===== src/rtl/wide_add_seq.sv =====
// wide_add_seq: multi-cycle WORDS*32-bit adder/subtractor that streams one
// 32-bit slice per cycle through a single Kogge-Stone adder, carrying between
// slices through a register, behind valid/ready handshakes on both sides.

// koggstone32: 32-bit parallel-prefix (Kogge-Stone) adder with carry in/out.
module koggstone32 (
  input  logic [31:0] a,
  input  logic [31:0] b,
  input  logic        ci,
  output logic [31:0] s,
  output logic        co
);

  logic [31:0] p0;
  logic [31:0] gv;
  logic [31:0] pv;
  logic [31:0] cout;

  // Prefix tree: five levels of span-doubling generate/propagate merges.
  always_comb begin
    p0 = a ^ b;
    gv = a & b;
    pv = p0;
    for (int lvl = 0; lvl < 5; lvl++) begin
      gv = gv | (pv & (gv << (32'd1 << lvl)));
      pv = pv & ((pv << (32'd1 << lvl)) | ((32'd1 << (32'd1 << lvl)) - 32'd1));
    end
    // group (g, p) over bits [i:0] combined with the external carry-in
    cout = gv | (pv & {32{ci}});
    s    = p0 ^ {cout[30:0], ci};
    co   = cout[31];
  end

endmodule

// wide_add_seq: top-level sequencer around one koggstone32.
module wide_add_seq #(
  parameter int WORDS = 4
) (
  input  logic                clk,
  input  logic                rst,
  input  logic                in_valid,
  output logic                in_ready,
  input  logic                op,
  input  logic [WORDS*32-1:0] a,
  input  logic [WORDS*32-1:0] b,
  input  logic                ci,
  output logic                out_valid,
  input  logic                out_ready,
  output logic [WORDS*32-1:0] s,
  output logic                co,
  output logic                ovf
);

  localparam int KW = $clog2(WORDS);
  localparam logic [KW-1:0] K_LAST = KW'(WORDS - 1);

  typedef enum logic [1:0] {
    IDLE = 2'd0,
    RUN  = 2'd1,
    DONE = 2'd2
  } state_t;

  state_t state;
  state_t state_nxt;

  logic [KW-1:0]          k;
  logic                   c;
  logic                   op_q;
  logic [WORDS-1:0][31:0] a_q;
  logic [WORDS-1:0][31:0] b_q;
  logic [WORDS-1:0][31:0] s_q;
  logic                   co_q;
  logic                   ovf_q;

  logic [31:0] sl_a;
  logic [31:0] sl_b;
  logic [31:0] sl_sum;
  logic        sl_co;

  // Slice k of the latched operands; subtract is a + ~b + 1 with the +1
  // entering through the carry register loaded at accept.
  assign sl_a = a_q[k];
  assign sl_b = b_q[k] ^ {32{op_q}};

  koggstone32 u_add (
    .a  (sl_a),
    .b  (sl_b),
    .ci (c),
    .s  (sl_sum),
    .co (sl_co)
  );

  assign s   = s_q;
  assign co  = co_q;
  assign ovf = ovf_q;

  // State register.
  always_ff @(posedge clk) begin
    if (rst) begin
      state <= IDLE;
    end else begin
      state <= state_nxt;
    end
  end

  // Next-state and handshake decode; both ready/valid come from state only
  // (in_ready is additionally masked while reset is held).
  always_comb begin
    state_nxt = state;
    in_ready  = 1'b0;
    out_valid = 1'b0;
    case (state)
      IDLE: begin
        in_ready = ~rst;
        if (in_valid) begin
          state_nxt = RUN;
        end else begin
          state_nxt = IDLE;
        end
      end
      RUN: begin
        if (k == K_LAST) begin
          state_nxt = DONE;
        end else begin
          state_nxt = RUN;
        end
      end
      DONE: begin
        out_valid = 1'b1;
        if (out_ready) begin
          state_nxt = IDLE;
        end else begin
          state_nxt = DONE;
        end
      end
      default: begin
        state_nxt = IDLE;
      end
    endcase
  end

  // Datapath: operand capture on accept, one slice per RUN cycle, flags on
  // the last slice. Results are left untouched in DONE and IDLE.
  always_ff @(posedge clk) begin
    if (rst) begin
      k     <= '0;
      c     <= 1'b0;
      op_q  <= 1'b0;
      a_q   <= '0;
      b_q   <= '0;
      s_q   <= '0;
      co_q  <= 1'b0;
      ovf_q <= 1'b0;
    end else begin
      case (state)
        IDLE: begin
          if (in_valid) begin
            a_q  <= a;
            b_q  <= b;
            op_q <= op;
            c    <= op ? 1'b1 : ci;
            k    <= '0;
          end
        end
        RUN: begin
          s_q[k] <= sl_sum;
          c      <= sl_co;
          if (k == K_LAST) begin
            co_q  <= sl_co;
            ovf_q <= (sl_a[31] == sl_b[31]) & (sl_sum[31] != sl_a[31]);
          end else begin
            k <= k + KW'(1);
          end
        end
        default: begin
        end
      endcase
    end
  end

endmodule


===== config.mk =====
export PLATFORM = sky130hd
export DESIGN_NAME = wide_add_seq
export DESIGN_NICKNAME = d
export VERILOG_FILES = /design/src/rtl/wide_add_seq.sv
export SDC_FILE = /design/constraint.sdc
export NUM_CORES = 1
export LEC_CHECK = 0
export ABC_AREA = 1
export CORE_MARGIN = 2
export CORE_UTILIZATION = 40
export DETAILED_ROUTE_END_ITERATION = 8
export PLACE_DENSITY = 0.66
export SYNTH_ARGS = -nofsm -noshare
export SYNTH_HDL_FRONTEND = slang
export SYNTH_SLANG_ARGS = --single-unit

===== constraint.sdc =====
create_clock -name clk -period 3.91 [get_ports clk]
set_input_delay 0.9775 -clock clk [delete_from_list [all_inputs] [get_ports clk]]
set_output_delay 0.9775 -clock clk [all_outputs]
set_load 0.01 [all_outputs]

==> results of run 1 <==
==> cell families (layout without fill, tap and decap cells) <==
logic type	after synthesis	after routing	synth area share, %
AO/OA/AOI/OAI	684	684	20.5
XOR/XNOR	47	47	2.24
adder cells (fa/ha/maj)	37	37	2.51
buffers and inverters	419	771	8.70
flip-flops	392	392	41.9
AND/OR/NAND/NOR	1137	1137	24.1
==> sequential cells by signal, summed over array words and instances (netlist names) <==
register,cells
c,1
a_q,128
ovf,1
k,2
b_q,128
co,1
s,128
op_q,1
state,2
==> cells in the mapped netlist, types with 8 or more instances <==
cell / n
buf_1: 8
o21a_1: 60
clkbuf_1: 117
o21bai_1: 57
buf_2: 45
ha_1: 36
nand3_1: 107
inv_1: 242
dfxtp_1: 392
o22ai_1: 61
a21oi_1: 42
o21ai_0: 442
xor2_1: 42
nor2_1: 697
nand2_1: 295
nand4_1: 16
==> area by class of cell <==
type | instances | area [um^2] | share of cell area [%]
clock buffers | 67 | 1230 | 4.97
clock inverters | 8 | 115 | 0.467
inverters | 249 | 952 | 3.86
multi-input cells | 1905 | 9260 | 37.6
flip-flops and latches | 392 | 7850 | 31.9
well taps | 607 | 759 | 3.08
repair buffers | 447 | 4490 | 18.2
==> report_power, final <==
| group | internal, mW | switching [mW] | total (mW) |
|---|---|---|---|
| sequential | 4.29 | 0.179 | 4.47 |
| clock | 2.28 | 1.63 | 3.91 |
| combinational | 1.19 | 2.12 | 3.31 |
==> worst max-delay path, stage by stage, from the launching register on <==
cell,delay (ns)
dfxtp_4,0.37
inv_4,0.28
buf_4,0.27
o21ai_0,0.10
o22ai_1,0.31
xor2_1,0.16
ha_1,0.43
nand2_1,0.12
inv_1,0.11
nand2_1,0.06
nor2_1,0.29
nand2_1,0.12
nand3_1,0.18
nand3_1,0.15
nand3_1,0.11
nand2_1,0.21
o21bai_1,0.19
inv_1,0.05
==> layer usage <==
layer / share of wire [%] / global-route usage, % / wire [um] / vias to the layer above
li1: - / - / - / 9424
met1: 45 / 35.7 / 29600 / 8690
met2: 46 / 44.2 / 30100 / 639
met3: 6.0 / 4.14 / 3970 / 105
met4: 3.2 / 9.51 / 2120 / 6
met5: 0.061 / 0 / 40 / -
==> final timing paths <==
| kind | cells past startpoint | from | end |
|---|---|---|---|
| setup / recovery | 17 | k[0] | s[51] |
| hold / removal | 2 | a_q[58] | a_q[58] |
| setup reg to reg | 17 | k[0] | s[51] |
| hold reg to reg | 2 | a_q[58] | a_q[58] |
==> stage by stage <==
| stage | setup slack (ns) | utilization, % | area (um^2) | cells | power (mW) |
|---|---|---|---|---|---|
| 3_3_place_gp | 0.293 | 50.3 | 23300 | 3600 | 7.83 |
| 6_report | 0.279 | 53.2 | 24700 | 3675 | 11.7 |
| 4_1_cts | 0.289 | 53.2 | 24700 | 3675 | 11.7 |
| 5_1_grt | 0.0146 | 53.2 | 24700 | 3675 | 12.3 |
| 2_1_floorplan | 1.20 | - | 18700 | 2716 | 6.41 |
| 3_5_place_dp | 0.314 | 50.3 | 23300 | 3600 | 7.85 |
==> impl_metrics.ini, run 1 <==
[timing]
slew-limit-headroom_pct = 42.3
rsz0062_at_grt = no
fin_crit_sh_pct = 92.9
worstMarginPinSlew_ns = 0.864
finalHoldViolCount = 0
finalSetupViolations = 0
final.setup.tns_ns = 0
clock_skew_ns = 0.0172
period_minus_slack_ns = 3.63
fmax_mhz = 275
whs_ns = 0.475
slew_violations = 0

[place]
port_buffers = 393
place_hpwl_um = 50500
gp_congestion = 0.915

[cts]
cts_setup_buffers = 0
numCtsBuffers = 42
clk-insertion-delay-late_ns = 0.57
cts_resized = 0
cts_tree = done
cts-root-buf = clkbuf_16
path_clk_slew_ns = 0.06
cts_max_level = 2
clock-sinks = 392
cts.path.max_buffers = 3
cts_hold_buf = 0

[power_and_ir_drop]
leakage_nw = 11.1
p_per_area_nw_per_um2 = 474
peakVddDrop_v = 0.000284

[routing]
ant_nets = 0
drt_iter0_markers = 1499
route.detailed.drc = 0
routed_wl_um = 65900
vias = 18900
drt-pass1-iter-count = 6
post_drt_wl_per_cell_um = 17.9
vias_per_cell = 5.13

[logic_synthesis]
yosysTopAreaCell = dfxtp_1
synth_top_area_share_pct = 41.9
netlist_area_um2 = 18700
synth.avg_cell_area_um2 = 6.90
yosys_warnings = 0
synth_nets = 3015
yosysSeqAreaShare_pct = 41.9
ys_types = 34
synth_cells = 2716
ys.flop_type = dfxtp_1
async_flop_share_pct = 0
synth_edf_count = 0
synth-seq-cells = 392
synth_area_leaders = dfxtp_1, nor2_1, o21ai_0

[die]
die_y_um = 220
io_pins = 394
core_region_area_um2 = 46400
initial_utilization_pct = 40.4
dieArea_um2 = 48600
rows = 79
die_width_um = 220

[setup_path]
cp.required_ns = 4.37
crit_type = reg2reg
end_kind = flop
cp-start-kind = flop
cp_max_fo = 33
r2r_slack_ns = 0.28
worstPathArrival_ns = 4.09

[finish]
layout_commonest_cell = nor2_1
layout_common_cells = nor2_1, o21ai_0, clkdlybuf4s50_1, dfxtp_1, nand2_1
diodes = 0
area_growth_pct = 31.6
fillCellCount = 4496
nets = 3336
drive_gt1_share_pct = 4.82

[global_routing]
grt_max_degree = 133
antenna_found_initial = 3
grt_usage_pct = 26.8
grt_pass1_vias = 18200
grt_remaining_overflow = 0
grt_pass1_wl_um = 101000

[outcome]
status = finished clean

[min_path]
min_path_type = reg2reg

[run]
maxCapViolCount = 0
Note: power is estimated with default switching activity, not from simulation.
==> run 2: changes to the inputs <==
Settings changed: CORE_MARGIN 2 to 1.5, CTS_CLUSTER_SIZE set to 20.
==> impl_metrics.ini, run 2 (synthesis gave the netlist of run 1 again) <==
[timing]
fin_crit_sh_pct = 96.2
fmax_mhz = 266
worstMarginPinSlew_ns = 0.969
finalSetupViolations = 0
rsz0062_at_grt = no
period_minus_slack_ns = 3.76
finalHoldViolCount = 0
clock_skew_ns = 0.0165
slew-limit-headroom_pct = 35.4
final.setup.tns_ns = 0
slew_violations = 0

[cts]
clk-insertion-delay-late_ns = 0.56
cts_tree = done
cts-root-buf = clkbuf_16
numCtsBuffers = 42
cts_resized = 0
cts_hold_buf = 0
cts_max_level = 2
cts_setup_buffers = 0
cts.path.max_buffers = 3
path_clk_slew_ns = 0.06
clock-sinks = 392

[die]
initial_utilization_pct = 40.4
io_pins = 394
core_region_area_um2 = 46400
die_width_um = 219
die_y_um = 219
rows = 79
dieArea_um2 = 48100

[routing]
vias = 19000
post_drt_wl_per_cell_um = 18.4
vias_per_cell = 5.19
drt-pass1-iter-count = 5
route.detailed.drc = 0
routed_wl_um = 67100
drt_iter0_markers = 1463
routed-wl-met2_um = 31300
ant_nets = 0
highest_layer = met4
met3_length_um = 3650
met1Wirelength_um = 30200

[outcome]
status = finished clean

[finish]
nets = 3321
drive_gt1_share_pct = 4.65
diodes = 0
layout_common_cells = nor2_1, o21ai_0, clkdlybuf4s50_1, dfxtp_1, nand2_1
layout_commonest_cell = nor2_1
final_util_pct = 53.1
area_growth_pct = 31.3

[setup_path]
rr_endpoint = s[93]
reg2reg_depth = 15
end_kind = flop
r2r_slack_ns = 0.15
cp_max_fo = 60
cp.required_ns = 4.35
r2r_start = k[0]
crit_type = reg2reg
worstPathArrival_ns = 4.21
cp-start-kind = flop

[power_and_ir_drop]
peakVddDrop_v = 0.000296
p_per_area_nw_per_um2 = 485
leakage_nw = 11.0
p_total_mw = 11.9

[min_path]
min_path_type = reg2reg
hold_path_depth = 2
min_to = ovf
hp-start = ovf

[run]
maxCapViolCount = 0

[global_routing]
antenna_found_initial = 0
grt_pass1_wl_um = 102000
grt_max_degree = 140
grt_usage_pct = 27.5
grt_pass1_vias = 17900
grt_remaining_overflow = 0

[place]
place_hpwl_um = 51100
gp_congestion = 0.928
port_buffers = 393
==> run 2: changes by cell type in the layout (fill, tap and decap cells not counted), moves of 3 or more <==
cell	previous run	this run
buf_12	12	8
buf_4	42	31
clkbuf_1	18	7
bufinv_16	2	5
==> run 2: worst max path at each step <==
stage,from,slack (ns),to
global placement,k[0],0.35,s[115]
finish,k[0],0.15,s[93]
detailed placement,k[0],0.36,s[47]
CTS,k[0],0.33,s[47]
global route,k[0],0.04,s[85]
floorplan,k[0],1.20,s[116]
==> run 2: power by group <==
group | leakage [nW] | internal [mW] | switching [mW] | total [mW]
clock | 0.700 | 2.52 | 1.66 | 4.17
sequential | 3.23 | 4.29 | 0.184 | 4.47
combinational | 7.10 | 1.15 | 2.14 | 3.28
total | 11.0 | 7.95 | 3.98 | 11.9
==> run 2: final cells by class <==
cell class	count	area (um^2)
Clock buffer	58	1220
Clock inverter	15	215
Fill cell	4493	21800
Inverter	249	952
Multi-Input combinational cell	1905	9260
Sequential cell	392	7850
Tap cell	607	759
Timing Repair Buffer	432	4330
==> run 2: per-stage QoR <==
stage / cell area [um^2] / std cells / setup slack [ns] / hold slack, ns
5_1_grt: 24600 / 3658 / 0.0402 / 0.496
6_report: 24600 / 3658 / 0.147 / 0.466
3_3_place_gp: 23200 / 3585 / 0.345 / 0.457
4_1_cts: 24600 / 3658 / 0.333 / 0.469
2_1_floorplan: 18700 / 2716 / 1.20 / 0.449
3_5_place_dp: 23200 / 3585 / 0.364 / 0.459
==> run 2: worst max-delay path, stage by stage, from the launching register on <==
cell and delay, ns:
dfxtp_4 0.41, inv_4 0.21, buf_12 0.28, buf_4 0.30, o21ai_0 0.11, o22ai_1 0.28
ha_1 0.33, nand2_1 0.14, nor2_1 0.33, nand2_1 0.19, nor3_1 0.25, nand3_1 0.22
nand4_1 0.27, nand3_1 0.11, nand2_1 0.11, inv_1 0.04
==> run 2: metal layers <==
| layer | up-vias | global-route usage (%) |
|---|---|---|
| met2 | 628 | 45.7 |
| met4 | 0 | 8.40 |
| li1 | 9382 | - |
| met5 | - | 0 |
| met1 | 8875 | 37.3 |
| met3 | 96 | 3.09 |
==> run 3: changes to the inputs <==
Settings changed: PLACE_DENSITY 0.66 to 0.7.
==> impl_metrics.ini, run 3 (synthesis gave the netlist of run 1 again) <==
[global_routing]
grt_usage_pct = 26.8
antenna_found_initial = 3
grt_remaining_overflow = 0
grt_pass1_vias = 18100
grt_max_degree = 261
grt_pass1_wl_um = 100000

[place]
place_hpwl_um = 49400
placed_area_um2 = 23200
gp_congestion = 0.925
port_buffers = 393

[setup_path]
end_kind = flop
cp-start-kind = flop
crit_start = k[1]
cp_max_fo = 24
cp.required_ns = 4.37
crit_type = reg2reg
r2r_start = k[1]
worstPathArrival_ns = 4.06

[cts]
cts_tree = done
clk-insertion-delay-late_ns = 0.59
clock-sinks = 392
cts_resized = 0
path_clk_slew_ns = 0.06
cts_hold_buf = 0
cts_max_level = 2
cts.path.max_buffers = 3
cts-root-buf = clkbuf_16
numCtsBuffers = 42
cts_setup_buffers = 0

[run]
maxCapViolCount = 0

[routing]
vias_per_cell = 5.19
vias = 19000
route.detailed.drc = 0
drt-pass1-iter-count = 7
routed_wl_um = 65600
ant_nets = 0
drt_iter0_markers = 1601
post_drt_wl_per_cell_um = 17.9

[timing]
slew_violations = 0
finalHoldViolCount = 0
final.setup.tns_ns = 0
rsz0062_at_grt = no
finalSetupViolations = 0
clock_skew_ns = 0.0320
slew-limit-headroom_pct = 30.0
worstMarginPinSlew_ns = 1.05
fmax_mhz = 278
period_minus_slack_ns = 3.60
fin_crit_sh_pct = 92.1

[power_and_ir_drop]
peakVddDrop_v = 0.000282
power_switching_mw = 3.92
p_comb_share_pct = 27.2
p_per_area_nw_per_um2 = 481
p_seq_share_pct = 37.7
pwr-share-clk_pct = 35.1
leakage_nw = 11.1
intPower_mw = 7.93
p_sw_share_pct = 33.1

[die]
io_pins = 394
die_width_um = 219
die_y_um = 219
dieArea_um2 = 48100
initial_utilization_pct = 40.4
rows = 79
core_region_area_um2 = 46400

[finish]
fillCellCount = 4503
layout_common_cells = nor2_1, o21ai_0, clkdlybuf4s50_1, dfxtp_1, nand2_1
area_growth_pct = 31.6
nets = 3321
drive_gt1_share_pct = 4.69
layout_commonest_cell = nor2_1
postLayoutCellArea_um2 = 24700

[min_path]
hp-start = ovf
min_path_type = reg2reg

[outcome]
status = finished clean
==> run 3: worst paths after layout <==
kind / end / slack (ns) / depth (start not counted)
worst max-delay path: s[59] / 0.31 / 15
worst min-delay path: ovf / 0.47 / 2
worst max register to register: s[59] / 0.31 / 15
worst min register to register: ovf / 0.47 / 2
==> run 3: cell type report <==
class / count / area (um^2) / share of cell area [%]
well taps: 607 / 759 / 3.08
clock inverters: 13 / 196 / 0.797
inverters: 249 / 952 / 3.86
flip-flops and latches: 392 / 7850 / 31.8
repair buffers: 432 / 4380 / 17.7
clock buffers: 61 / 1250 / 5.08
multi-input cells: 1905 / 9260 / 37.6
diodes: 2 / 5.00 / 0.0203
==> run 3: through the flow <==
stage | hold slack [ns] | total power, mW | std cells | utilization, % | setup WS (ns)
final | 0.471 | 11.9 | 3661 | 53.2 | 0.308
after global routing | 0.497 | 12.4 | 3659 | 53.2 | 0.0595
after CTS | 0.471 | 11.9 | 3659 | 53.2 | 0.219
after detailed placement | 0.462 | 7.75 | 3585 | 50.1 | 0.266
after global placement | 0.457 | 7.71 | 3585 | 50.1 | 0.296
after floorplan | 0.449 | 6.41 | 2716 | - | 1.20
==> run 3: worst max-delay path, cell delays in order, from the launching register on <==
cell and delay (ns):
dfxtp_2 0.34, inv_2 0.36, buf_4 0.28, o21ai_0 0.10
o22ai_1 0.20, xor2_1 0.34, ha_1 0.32, nand2_1 0.13
nor2_1 0.31, nand2_1 0.08, nor2_1 0.20, nand4_1 0.21
nand4_1 0.34, nand3_1 0.12, nand2_1 0.09, inv_1 0.04
==> run 3: routing by layer <==
metal  routed length, um  up-vias  global-route usage (%)  part of all wire, %
li1                    -     9387                       -                    -
met1               28600     8917                    34.1                   44
met2               31700      590                    46.6                   48
met3                3530       95                    3.80                  5.4
met4                1730        2                    8.08                  2.6
met5                  13        -                       0                0.020
==> run 3: power by group through the flow <==
stage	Combinational, mW	Sequential (mW)	Clock [mW]
global placement	3.17	4.55	0
finish	3.22	4.47	4.16
global route	3.54	4.50	4.38
CTS	3.21	4.47	4.22
floorplan	1.90	4.51	0
detailed placement	3.19	4.56	0
